===== src/rtl/fft_pkg.sv =====
// Shared FFT constants, twiddle index helper and sequencer state encoding.
package fft_pkg;

    localparam int unsigned LOG2N_DEF = 6;
    localparam int unsigned N = 1 << LOG2N_DEF;

    typedef enum logic {
        IDLE,
        RUN
    } state_t;

    // Bit-reversed quarter index gives the radix-2^2 twiddle step k(q).
    function automatic logic [1:0] bitrev2(input logic [1:0] q);
        return {q[0], q[1]};
    endfunction

endpackage


===== src/rtl/twid_delay.sv =====
// Synchronous-reset shift register of configurable width and depth (>= 1),
// used to align qualifiers and data with fixed-latency memories.
module twid_delay #(
    parameter int unsigned WIDTH = 1,
    parameter int unsigned DEPTH = 1
) (
    input  logic             clk,
    input  logic             rst,
    input  logic [WIDTH-1:0] d,
    output logic [WIDTH-1:0] q
);

    logic [WIDTH-1:0] sr [DEPTH];

    always_ff @(posedge clk) begin
        if (rst) begin
            for (int unsigned i = 0; i < DEPTH; i++) begin
                sr[i] <= '0;
            end
        end else begin
            sr[0] <= d;
            for (int unsigned i = 1; i < DEPTH; i++) begin
                sr[i] <= sr[i-1];
            end
        end
    end

    assign q = sr[DEPTH-1];

endmodule


===== src/rtl/twiddle_addr_seq.sv =====
// Twiddle ROM address sequencer for the radix-2^2 SDF FFT.
// Define TWID_SEQ_IFFT_EN to add the 'inv' port (conjugate twiddles per frame).
module twiddle_addr_seq
    import fft_pkg::*;
#(
    parameter int unsigned LOG2N   = LOG2N_DEF,
    parameter int unsigned ROM_LAT = 1
) (
    input  logic             clk,
    input  logic             rst,
    input  logic             in_valid,
    input  logic             in_sop,
`ifdef TWID_SEQ_IFFT_EN
    input  logic             inv,
`endif
    output logic [LOG2N-1:0] rom_addr,
    output logic             addr_valid,
    output logic             tw_valid,
    output logic             tw_sop,
    output logic             frame_done,
    output logic             sop_err
);

    localparam logic [LOG2N-1:0] LAST = '1;

    state_t           state;
    logic [LOG2N-1:0] n;
    logic [LOG2N-1:0] acc;
    logic             addr_sop;

    logic             start;
    logic             accept;
    logic             inv_sel;
    logic [LOG2N-1:0] idx;
    logic [1:0]       k;
    logic [LOG2N-1:0] e;
    logic [LOG2N-1:0] e_out;

`ifdef TWID_SEQ_IFFT_EN
    logic inv_q;

    always_ff @(posedge clk) begin
        if (rst) begin
            inv_q <= 1'b0;
        end else if (start) begin
            inv_q <= inv;
        end
    end

    assign inv_sel = start ? inv : inv_q;
`else
    assign inv_sel = 1'b0;
`endif

    // acc carries the previous exponent; e = r*k is built by repeated addition.
    always_comb begin
        start  = in_valid & in_sop;
        accept = in_valid & (in_sop | (state == RUN));
        idx    = start ? '0 : n;
        k      = bitrev2(idx[LOG2N-1 -: 2]);
        e      = '0;
        if (idx[LOG2N-3:0] != '0) begin
            e = acc + {{(LOG2N-2){1'b0}}, k};
        end
        e_out  = inv_sel ? (-e) : e;
    end

    always_ff @(posedge clk) begin
        if (rst) begin
            state      <= IDLE;
            n          <= '0;
            acc        <= '0;
            rom_addr   <= '0;
            addr_valid <= 1'b0;
            addr_sop   <= 1'b0;
            frame_done <= 1'b0;
            sop_err    <= 1'b0;
        end else begin
            addr_valid <= accept;
            addr_sop   <= accept & start;
            frame_done <= accept && (idx == LAST);
            if (accept) begin
                rom_addr <= e_out;
                acc      <= e;
                n        <= idx + 1'b1;
                state    <= (idx == LAST) ? IDLE : RUN;
                if ((state == RUN) && in_sop && (n != '0)) begin
                    sop_err <= 1'b1;
                end
            end
        end
    end

    twid_delay #(
        .WIDTH(2),
        .DEPTH(ROM_LAT)
    ) u_delay (
        .clk(clk),
        .rst(rst),
        .d  ({addr_valid, addr_sop}),
        .q  ({tw_valid, tw_sop})
    );

endmodule


===== config.mk =====
export PLATFORM = sky130hd
export DESIGN_NAME = twiddle_addr_seq
export DESIGN_NICKNAME = d
export VERILOG_FILES = /design/src/rtl/fft_pkg.sv /design/src/rtl/twid_delay.sv /design/src/rtl/twiddle_addr_seq.sv
export SDC_FILE = /design/constraint.sdc
export NUM_CORES = 1
export LEC_CHECK = 0
export CAP_MARGIN = 5
export CELL_PAD_IN_SITES_DETAIL_PLACEMENT = 0
export CELL_PAD_IN_SITES_GLOBAL_PLACEMENT = 1
export CORE_UTILIZATION = 48
export DETAILED_ROUTE_END_ITERATION = 6
export DONT_BUFFER_PORTS = 1
export HOLD_SLACK_MARGIN = 0.08
export PLACE_DENSITY = 0.89
export SLEW_MARGIN = 15
export SYNTH_ARGS = -nofsm -noshare
export SYNTH_HDL_FRONTEND = slang
export SYNTH_SLANG_ARGS = --single-unit

===== constraint.sdc =====
create_clock -name clk -period 4.5 [get_ports clk]
set_clock_uncertainty 0.05 [all_clocks]
set_input_delay 0.675 -clock clk [delete_from_list [all_inputs] [get_ports clk]]
set_output_delay 0.675 -clock clk [all_outputs]
set_load 0.02 [all_outputs]

==> out/summary.txt <==
# Post-CTS Setup Buffers: 0
Total Wirelength: 1640 um
H-tree level count: 1
Mean Syn Cell Area: 8.78 um^2
# diodes: 0
Async SR Flop Fraction: 0
Drc violations: 0
CTS Buf Count: 3
Synth Area in Adders: 0.0677
Final Critical Period: 1.87 ns
DR pass1 iterations: 4
Die Area: 2020 um^2
GR Util met1: 0.246
GR Util met3: 0.0440
Peak Freq: 0.535 GHz
Critical Path RT: 4.69 ns
Critical path class: in2reg
Most common cell in the netlist: dfxtp_1
Antenna violations before repair: 0
Clock transition at path regs: 0.11 ns
Mapped cell area: 887 um^2
CTS tree: yes
Final count of pins violating max slew: 0
Met2 Use GR: 0.275
Mux share of post-synthesis cell area: 0.0127
Pwr Density: 303 nW/um^2
Final hold vios: 0
Run status: finished clean
FF+latch count, synth: 19
Max Root-Sink Buffers: 2
Reg2reg start: n[5]
Synth Warn #: 0
Die height: 45.0 um
LEAKAGE: 0.344 nW
Global-route wire length before repair: 2640 um
Largest family of logic cells by synthesized area: simple AND/OR/NAND/NOR gates
Post-Synth Simple-Gate Area: 0.228
RSZ-0062 raised after global routing: false
Top_reg_cell synth: dfxtp_1
Top post-synthesis cells by area: dfxtp_1 (43%), nor2_1 (6.3%), ha_1 (5.6%)
Worst-Skew Late Latency: 0.30 ns
Fill cells: 188
Xor/xnor cell area share of the yosys netlist: 0.0592
Placed inst area: 892 um^2
Share of cells above drive strength 1: 0.0400
Io pins: 15
Tcrit/Tclk final: 0.415
Total Routing Usage GR: 0.184
Vias: 684
Distinct cells, synth: 36
Clk Tree Root Cell: clkbuf_4
Hold wc startpoint: rst
Crit Reg-Reg Endpoint: acc[5]
Synth area leader: dfxtp_1
Commonest cells in the synthesized netlist: dfxtp_1 (19), nor2_1 (15), nand2_1 (10)
Seq/Total Area, Yosys: 0.429
Worst R2R Setup Slack: 2.81 ns
Final TNS setup: 0 ns
Vias in the first global route: 603
Synth Area in Compound Gates: 0.165
Maximum vdd drop: 0.185 mV
Port Buffers: 0
DP Wirelength: 1200 um
Wire length per cell: 13.1 um
Worst slew pin tran: 0.386 ns
Post-synth EDFFs: 0
Final Instance Area: 918 um^2
Post-cts repair resize count: 0
Hold Path Class: in2reg
Detail Route Antenna Nets: 0
Row cnt: 15
Iter 0 DRT Violations: 5
Worst slew margin: 0.741
Worst-case reg-to-reg path depth: 6
CP arrival: 2.06 ns
GRT busiest layer: met2
Grt ovf: 0
Max FO, Critical Path: 11
Hold Crit Endpoint: u_delay.sr[0][1]
GPL Wtd Cong: 0.794
Area Overhead vs Synth: 3.53%
Die X: 45.0 um
Drt via density: 5.47
Hold Buf Count CTS: 0
Mapped Nets: 109
Post-synth top area share: 0.429
Endpoints failing setup: 0
Fin nets: 109
Largest net degree at the start of global routing: 17
Hold Path Depth: 1
Synthesized instance count: 101
Worst setup SP type: input pin
Worst setup EP type: register
Core area: 1730 um^2
Max Cap Viol: 0
CTS sink count: 19
Initial core utilization: 0.514
[area by class of cell]
class / instances / area [um^2] / share of cell area
clock buffers: 4 / 26.3 / 0.0286
multi-input cells: 75 / 473 / 0.515
inverters: 2 / 7.51 / 0.00817
flip-flops and latches: 19 / 380 / 0.414
well taps: 25 / 31.3 / 0.0341
[how the worst max path moves through the flow]
stage,startpoint,to,slack [ns]
2_1_floorplan,in_sop,acc[3],2.28
3_3_place_gp,in_valid,acc[5],2.36
3_5_place_dp,in_valid,acc[5],2.32
4_1_cts,in_valid,acc[5],2.64
5_1_grt,in_valid,acc[5],2.50
6_report,in_valid,acc[5],2.63
[routing by layer]
metal	part of all wire	wire (um)	vias up
li1	-	-	355
met1	0.48	786	303
met2	0.44	726	22
met3	0.056	92	4
met4	0.021	34	0
met5	0	0	-
[metrics by stage]
step	cells	hold WS [ns]	power [mW]	util	setup WS, ns
floorplan	101	0.364	0.194	-	2.28
global placement	121	0.368	0.194	0.517	2.36
detailed placement	121	0.378	0.194	0.517	2.32
CTS	125	0.373	0.280	0.532	2.64
global route	125	0.361	0.290	0.532	2.50
finish	125	0.379	0.278	0.532	2.63
[critical path, cell delays in order]
cell and delay, ns:
nand2_1 0.16, and2_1 0.20, ha_1 0.21, maj3_1 0.20
o2111ai_1 0.12, or3_1 0.36, a21oi_1 0.13
[kinds of logic (layout without fill, tap and decap cells)]
group | count (synthesis) | after routing
compound gates | 21 | 21
mux | 1 | 1
fa+ha+maj | 5 | 5
xor+xnor | 6 | 6
buf+inv | 7 | 6
simple gates | 42 | 42
flops | 19 | 19
[power breakdown]
| group | internal (mW) | switching (mW) |
|---|---|---|
| clock network | 0.0345 | 0.0534 |
| logic | 0.00625 | 0.00801 |
| registers | 0.171 | 0.00477 |
| total | 0.212 | 0.0661 |
[layout by cell type, fill, tap and decap left out, types with 4 or more instances in the layout]
| cell type | instances |
|---|---|
| ha_1 | 4 |
| a21oi_1 | 4 |
| dfxtp_1 | 19 |
| nor2_1 | 15 |
| nand2_1 | 10 |
[state kept, by name, indices dropped and copies added (netlist names)]
signal and count:
state 1, u_delay.sr 2, acc 6, addr_sop 1, n 6, sop_err 1
addr_valid 1, frame_done 1
No activity file was read; power rests on OpenSTA's default activity.
